===== src/rtl/alu_scheduler.sv =====
// alu_scheduler: shares one alu between two valid/ready requesters,
// round-robin granted and executed one operation at a time.
module alu #(
   parameter int SIZE = 8
) (
   input  logic              en_i,
   input  logic [3:0]        cmd_i,
   input  logic [SIZE-1:0]   a_i,
   input  logic [SIZE-1:0]   b_i,
   output logic [2*SIZE-1:0] result_o,
   output logic              overflow_o
);
   logic [SIZE:0]   add_u, sub_u;
   logic [SIZE-1:0] sum, diff;
   logic            add_s_ovf, sub_s_ovf;
   assign add_u = {1'b0, a_i} + {1'b0, b_i};
   assign sub_u = {1'b0, a_i} - {1'b0, b_i};
   assign sum = add_u[SIZE-1:0];
   assign diff = sub_u[SIZE-1:0];
   assign add_s_ovf = (a_i[SIZE-1] == b_i[SIZE-1]) & (sum[SIZE-1] != a_i[SIZE-1]);
   assign sub_s_ovf = (a_i[SIZE-1] != b_i[SIZE-1]) & (diff[SIZE-1] != a_i[SIZE-1]);
   // unsigned results are zero-extended, signed results sign-extended
   always_comb begin
      result_o = '0;
      overflow_o = 1'b0;
      if (en_i)
         case (cmd_i)
            4'd0: result_o = {{SIZE{1'b0}}, a_i & b_i};
            4'd1: result_o = {{SIZE{1'b0}}, a_i | b_i};
            4'd2: result_o = {{SIZE{1'b0}}, a_i ^ b_i};
            4'd3: result_o = {{SIZE{1'b0}}, ~a_i};
            4'd4: begin result_o = {{SIZE{1'b0}}, sum}; overflow_o = add_u[SIZE]; end
            4'd5: begin result_o = {{SIZE{sum[SIZE-1]}}, sum}; overflow_o = add_s_ovf; end
            4'd6: begin result_o = {{SIZE{1'b0}}, diff}; overflow_o = sub_u[SIZE]; end
            4'd7: begin result_o = {{SIZE{diff[SIZE-1]}}, diff}; overflow_o = sub_s_ovf; end
            4'd8: result_o = {{SIZE{1'b0}}, a_i} * {{SIZE{1'b0}}, b_i};
            default: ;
         endcase
   end
endmodule

module alu_scheduler #(
   parameter int SIZE = 8
) (
   input  logic              clk_i,
   input  logic              rst_n_i,
   input  logic              req0_valid_i,
   output logic              req0_ready_o,
   input  logic [3:0]        req0_command_i,
   input  logic [SIZE-1:0]   req0_a_i,
   input  logic [SIZE-1:0]   req0_b_i,
   input  logic              req1_valid_i,
   output logic              req1_ready_o,
   input  logic [3:0]        req1_command_i,
   input  logic [SIZE-1:0]   req1_a_i,
   input  logic [SIZE-1:0]   req1_b_i,
   output logic              rsp0_valid_o,
   input  logic              rsp0_ready_i,
   output logic              rsp1_valid_o,
   input  logic              rsp1_ready_i,
   output logic [2*SIZE-1:0] rsp_result_o,
   output logic              rsp_overflow_o,
   output logic              rsp_error_o,
   output logic              busy_o
);
   typedef enum logic [1:0] {IDLE, EXEC, RESP} state_t;
   state_t            state_q, state_d;
   logic              last_grant_q, last_grant_d, gnt_q, gnt_d;
   logic [3:0]        cmd_q, cmd_d;
   logic [SIZE-1:0]   a_q, a_d, b_q, b_d;
   logic [2*SIZE-1:0] res_q, res_d, alu_res;
   logic              ovf_q, ovf_d, err_q, err_d, alu_ovf;
   logic              grant0, grant1, req_hs, rsp_hs;
   alu #(.SIZE(SIZE)) u_alu (
      .en_i       (state_q == EXEC),
      .cmd_i      (cmd_q),
      .a_i        (a_q),
      .b_i        (b_q),
      .result_o   (alu_res),
      .overflow_o (alu_ovf)
   );
   // on a tie the requester that did not win last time is granted
   assign grant0 = req0_valid_i & (~req1_valid_i | last_grant_q);
   assign grant1 = req1_valid_i & ~grant0;
   assign req0_ready_o = rst_n_i & (state_q == IDLE) & grant0;
   assign req1_ready_o = rst_n_i & (state_q == IDLE) & grant1;
   assign req_hs = req0_ready_o | req1_ready_o;
   assign rsp0_valid_o = (state_q == RESP) & ~gnt_q;
   assign rsp1_valid_o = (state_q == RESP) & gnt_q;
   assign rsp_hs = (rsp0_valid_o & rsp0_ready_i) | (rsp1_valid_o & rsp1_ready_i);
   assign rsp_result_o = res_q;
   assign rsp_overflow_o = ovf_q;
   assign rsp_error_o = err_q;
   assign busy_o = state_q != IDLE;
   always_comb begin
      state_d = state_q;
      last_grant_d = last_grant_q;
      gnt_d = gnt_q;
      cmd_d = cmd_q;
      a_d = a_q;
      b_d = b_q;
      res_d = res_q;
      ovf_d = ovf_q;
      err_d = err_q;
      case (state_q)
         IDLE: if (req_hs) begin
            state_d = EXEC;
            gnt_d = req1_ready_o;
            cmd_d = req1_ready_o ? req1_command_i : req0_command_i;
            a_d = req1_ready_o ? req1_a_i : req0_a_i;
            b_d = req1_ready_o ? req1_b_i : req0_b_i;
         end
         EXEC: begin
            state_d = RESP;
            err_d = cmd_q > 4'd8;
            res_d = (cmd_q > 4'd8) ? '0 : alu_res;
            ovf_d = (cmd_q <= 4'd8) & alu_ovf;
         end
         RESP: if (rsp_hs) begin
            state_d = IDLE;
            last_grant_d = gnt_q;
         end
         default: state_d = IDLE;
      endcase
   end
   always_ff @(posedge clk_i) begin
      if (!rst_n_i) begin
         state_q <= IDLE;
         last_grant_q <= 1'b1;
         gnt_q <= 1'b0;
         cmd_q <= '0;
         a_q <= '0;
         b_q <= '0;
         res_q <= '0;
         ovf_q <= 1'b0;
         err_q <= 1'b0;
      end else begin
         state_q <= state_d;
         last_grant_q <= last_grant_d;
         gnt_q <= gnt_d;
         cmd_q <= cmd_d;
         a_q <= a_d;
         b_q <= b_d;
         res_q <= res_d;
         ovf_q <= ovf_d;
         err_q <= err_d;
      end
   end
endmodule


===== config.mk =====
export PLATFORM = sky130hd
export DESIGN_NAME = alu_scheduler
export DESIGN_NICKNAME = d
export VERILOG_FILES = /design/src/rtl/alu_scheduler.sv
export SDC_FILE = /design/constraint.sdc
export NUM_CORES = 1
export LEC_CHECK = 0
export CAP_MARGIN = 10
export CORE_AREA = 3 3 89 112
export CTS_BUF_LIST = sky130_fd_sc_hd__clkbuf_8
export CTS_CLUSTER_DIAMETER = 100
export DETAILED_ROUTE_END_ITERATION = 16
export DIE_AREA = 0 0 92 115
export PLACE_DENSITY = 0.78
export SYNTH_ARGS = -nofsm -noshare
export SYNTH_HDL_FRONTEND = slang
export SYNTH_HIERARCHICAL = 1
export SYNTH_SLANG_ARGS = --single-unit

===== constraint.sdc =====
create_clock -name clk_i -period 5.55 [get_ports clk_i]
set_input_delay 1.665 -clock clk_i [delete_from_list [all_inputs] [get_ports clk_i]]
set_output_delay 1.665 -clock clk_i [all_outputs]
set_load 0.02 [all_outputs]

Yosys cells after proc, flatten, opt, wreduce, memory -nomap -nowiden --
Index checks and enable logic that the tools add are counted.
Storage, ports and cells: bits in latches 0, input port bits 46, bits in read-only memories 0, output and inout port bits 23, RAM bits 0, memories 0, register bits 42
Operators by class: shift-type cells 0, $lt $le $gt $ge 2, equal/unequal tests 16, multiplexer cells 10, divide/modulo/power cells 0, $add $sub $neg 2, bitwise gates (word level) 22, $mul 1, reduce and logical (&&, ||, !) cells 6
Operators by type and width (number):
- $pmux W16 S9 | 1
- $eq A4 B3 Y1 const B | 4
- $mul A8 B8 Y16 | 1
- $mux W16 | 1
- $mux W8 | 2
- $and A1 B1 Y1 | 12
- $add A8 B8 Y9 | 1
- $sub A8 B8 Y9 | 1
- $and A8 B8 Y8 | 1
- $eq A4 B2 Y1 const B | 2
- $not A8 Y8 | 1
- $or A8 B8 Y8 | 1
- $xor A8 B8 Y8 | 1
- $pmux W2 S3 | 1
- $reduce_and A2 Y1 | 3
- $eq A4 B1 Y1 const B | 1
- $eq A4 B4 Y1 const B | 1
- $gt A4 B4 Y1 const B | 1
- $le A4 B4 Y1 const B | 1
- $logic_not A4 Y1 | 1
- $mux W2 | 2
- $mux W4 | 1
- $ne A2 B2 Y1 const B | 2
- $pmux W1 S4 | 1
- 9 further kinds | 15

Depth between registers and ports, before layout --
Gate-level depths: netlist of run 1.
depth after elaboration 9, depth in mapped cells 18, depth with buffers taken out 18

Cells and area by module --
The synthesis of run 1 kept the hierarchy.
By module, submodules not included:
- alu | cells an instance 438, area each 3360.7 µm², instances 1
- alu_scheduler | cells an instance 190, area each 1760.4 µm², instances 1

Worst setup path after synthesis of run 1 --
OpenSTA, ideal clock, no wires.
path kind register -> register, from register a_q[1], to register res_q[14] (netlist: rsp_result_o[14]), data arrival time 4.550 ns, slack 0.941 ns, stages on the path, launching flop included 17, required time 5.491 ns, period minus slack after synthesis 4.609 ns, library setup time 0.059 ns, buffers on the path 0, path through dfxtp_1 > nand2_1 > fa_1 > fa_1 > inv_1 > fa_1 > inv_1 > fa_1 > inv_1 > ha_1 > and3_1 > a221o_1 > o21ai_2 > a31oi_1 > or4_4 > o211ai_2 > a22o_1
Between the ends: longest elaborated chain between the ends 3, elaborated cells on any way between the ends 5, those cells by class add/sub: 2; mul: 1; mux: 2
RTL lines:
- start: declaration | RTL line 70 | logic [SIZE-1:0] a_q, a_d, b_q, b_d;
- start signal: assignment | RTL line 132 | a_q <= '0;
- start signal: assignment | RTL line 142 | a_q <= a_d;
- $mul A8 B8 Y16 (tied with other cells) | RTL line 36 | 4'd8: result_o = {{SIZE{1'b0}}, a_i} * {{SIZE{1'b0}}, b_i};
- $pmux W16 S9 * | RTL line 27 | case (cmd_i)
- named net alu_res[14] | RTL line 71 | logic [2*SIZE-1:0] res_q, res_d, alu_res;
- $mux W16 * | RTL line 116 | res_d = (cmd_q > 4'd8) ? '0 : alu_res;
- end signal: assignment | RTL line 144 | res_q <= res_d;
- end: declaration | RTL line 71
Mark *: on every way through the listed nets, which the timed path passes. The rest lies on a longest branch. A chain may end at the register's enable or synchronous reset.

Worst setup path after layout of run 1 --
from input port rst_n_i, to output port req0_ready_o
Between the ends: longest elaborated chain between the ends 2
RTL lines:
- start: declaration | RTL line 46 | input logic rst_n_i,
- $and A1 B1 Y1 (2 in series) | RTL line 85 | assign req0_ready_o = rst_n_i & (state_q == IDLE) & grant0;
- end: declaration | RTL line 48 | output logic req0_ready_o,
Every way passes these cells.

==> flow_summary.toml, run 1 <==
[status]
status = "finished clean"

[setup_path]
reg2reg_depth = 16
critPathLaunchType = "input pin"
cp_max_fo = 7
crit_type = "input pin to output port"
cp-end-kind = "output port"
crit_required_ps = 3880
critPathArrivalTime_ps = 3440

[detailed_routing]
vias = 4864
antenna_left = 0
via_per_inst = 6.057
initialDrtViolationCount = 288
wl_per_cell_um = 17.85
drc = 0
firstDrtPassIters = 5
totalWireLength_um = 14340

[placed_design]
place.port_buffers = 68
place_ws_ps = 461.2
place_congestion = 0.9496
hpwl_um = 11780

[clock_network]
root_buffer = "clkbuf_8"
postCtsHoldBufs = 0
clock_path_buffers = 2
cts.clk_slew.worst_paths_ps = 80
cts_tree = "yes"
htree_levels = 2
clock_sinks = 42
post_cts_buffers = 0
worst_skew_pair.late_latency_ps = 310
cts_resized = 0
cts_buffers = 5

[sta]
rsz0062_at_grt = "no"
hold_viol_final = 0
fin_tns_setup_ps = 0
final_max_slew_viol_count = 0
period_minus_slack_ps = 5103
finClkSkew_ps = 8.378
setup_ws_ps = 447.2
fmax_mhz = 196.0
fin_crit_sh_pct = 91.94
setup_viol_count_final = 0
slew_headroom_pct = 40.82
worst_slew_pin_slew_ps = 886.5

[logic_synthesis]
yosysTopAreaCellShare_pct = 16.42
synth_top_cell_by_area = "dfxtp_1"
syn_area_per_cell_um2 = 8.155
synthTopCellsByArea = "dfxtp_1 (16%), fa_1 (15%), ha_1 (15%)"
synthCells = 628
synth-edff-count = 0
synth_flop_cell = "dfxtp_1"
async_reset_ff_share_pct = 0
syn_nets = 772
synth.distinct_cells = 69
ys_ff_latch = 42
yosys_warnings = 6
syn_area_mm2 = 0.005121
ys_seq_area_share_pct = 16.42

[floorplan]
initial_core_util_pct = 56.42
placementRows = 39
ios = 69
die_w_um = 92
die_area_mm2 = 0.01058
die_height_um = 115
core_mm2 = 0.009076

[grt]
grt_max_degree = 42
grt_use_total_pct = 28.01
grt_pass1_wl_um = 23650
antenna_found_initial = 0
grt_pass1_vias = 4941
overflow = 0

[pwr]
combPwrFrac_pct = 45.5
p_sw_share_pct = 41.98
p_total_mw = 1.034
p_sw_mw = 0.4340
p_leak_nw = 2.507
powerDensity_mw_per_mm2 = 173.7
peakVddDrop_mv = 0.1402
p_int_mw = 0.5998
p_seq_share_pct = 34.9
clock_power_share_pct = 19.6

[min_path]
hp-class = "flop to flop"
whs_path_depth = 1

[finish]
area_delta_synth_final_pct = 16.25
final_layout_size_suffix_gt1_share_pct = 4.706
nets = 823
antenna_cells = 0

[run]
drv_cap = 0
-- power groups by stage --
stage	Combinational, mW	Clock [mW]	Sequential, mW
after floorplan	0.334	0	0.350
after global placement	0.455	0	0.367
after detailed placement	0.462	0	0.368
after CTS	0.464	0.207	0.361
after global routing	0.522	0.215	0.365
final	0.471	0.202	0.361
-- cell usage after synthesis (all sizes together), types with 2 or more instances --
| cell type | number |
|---|---|
| mux4 | 4 |
| a211oi | 4 |
| clkbuf | 15 |
| nand2 | 28 |
| a31oi | 5 |
| nor2b | 8 |
| and2 | 3 |
| clkinv | 2 |
| o21ai | 43 |
| nor2 | 64 |
| inv | 82 |
| mux2i | 6 |
| a21oi | 48 |
| a221oi | 4 |
| a311oi | 23 |
| nor4 | 4 |
| or3 | 2 |
| nand4b | 2 |
| or3b | 3 |
| a2bb2oi | 2 |
| a21o | 3 |
| fa | 38 |
| a22o | 17 |
| o311ai | 2 |
| o21bai | 3 |
| and3 | 5 |
| dfxtp | 42 |
| nor3 | 8 |
| xnor2 | 13 |
| nand2b | 4 |
| a21boi | 4 |
| nand3 | 29 |
| nand3b | 3 |
| a32oi | 2 |
| buf | 15 |
| ha | 60 |
| nor3b | 6 |
| or2 | 3 |
| o211ai | 4 |
-- registers in the layout, summed over array words and instances, names as in the netlist --
register / flops
rsp_error_o: 1
rsp_overflow_o: 1
gnt_q: 1
state_q: 2
b_q: 8
last_grant_q: 1
a_q: 8
rsp_result_o: 16
cmd_q: 4
-- final timing paths --
| check | endpoint | startpoint | slack [ps] |
|---|---|---|---|
| max | req0_ready_o | rst_n_i | 450 |
| min | rsp_result_o[4] | rsp_result_o[4] | 480 |
| max reg2reg | rsp_result_o[15] | a_q[1] | 490 |
| min reg2reg | rsp_result_o[4] | rsp_result_o[4] | 480 |
-- critical path, stage by stage --
cell and delay (ps):
clkdlybuf4s50_1 540, or3b_1 480, nor2_1 150, clkdlybuf4s50_1 610
-- per-stage QoR --
stage	area (µm²)	util, %	std cells	hold slack, ps
after floorplan	5121	-	628	501.5
after global placement	5867	64.64	795	460.5
after detailed placement	5867	64.64	795	467.3
final	5953	65.59	803	479.2
after global routing	5953	65.59	803	499.6
after CTS	5953	65.59	803	487.7
-- per-layer routing --
layer | vias up | GRT usage (%) | wire, µm | share of wire [%]
met5 | - | 0 | 0 | 0
met2 | 211 | 52.14 | 7309 | 51
met4 | 0 | 13.38 | 661 | 4.6
li1 | 2308 | - | - | -
met3 | 49 | 4.058 | 792 | 5.5
met1 | 2296 | 31.26 | 5572 | 39
-- kinds of logic (layout without fill, tap and decap cells) --
group	count (synthesis)	after routing	share of synthesized area, %
AND/OR/NAND/NOR	174	174	16.66
buffers and inverters	114	166	8.893
XOR/XNOR	14	14	2.394
multiplexers	10	10	2.932
AO/OA/AOI/OAI	176	176	23.19
adder cells (fa/ha/maj)	98	98	29.51
flip-flops	42	42	16.42
-- final cells by class --
cell class              instances  area [µm²]
multi-input cells             472        3831
repair buffers                 74       725.7
well taps                     123       153.9
inverters                      84       315.3
flip-flops and latches         42       840.8
clock inverters                 3       17.52
fillers                       789        3123
clock buffers                   5       68.82
-- cells in the final DEF (no fill, tap or decap), types with 3 or more instances in the layout --
cell and instances:
inv_1 81, clkdlybuf4s50_1 68, nor2_1 63, ha_1 60, a21oi_1 48, dfxtp_1 42
fa_1 38, o21ai_0 33, nand3_1 29, nand2_1 28, a311oi_1 23, a22o_1 17
xnor2_1 13, o21ai_1 9, nor2b_1 8, nor3_1 7, mux2i_1 6, buf_4 6
and3_1 5, clkbuf_8 5, nor3b_1 5, a31oi_1 5, nand2b_1 4, nor4_1 4
a211oi_1 4, mux4_2 4, a221oi_1 4, and2_1 3, a21boi_1 3, nand3b_1 3
o211ai_1 3
(Power assumes the default switching activity.)
==> inputs of run 2 (changes only) <==
CTS_CLUSTER_SIZE = 30   (was unset)
==> results of run 2 <==
Same layout as run 1: the final DEF is identical, and so are final timing and power.
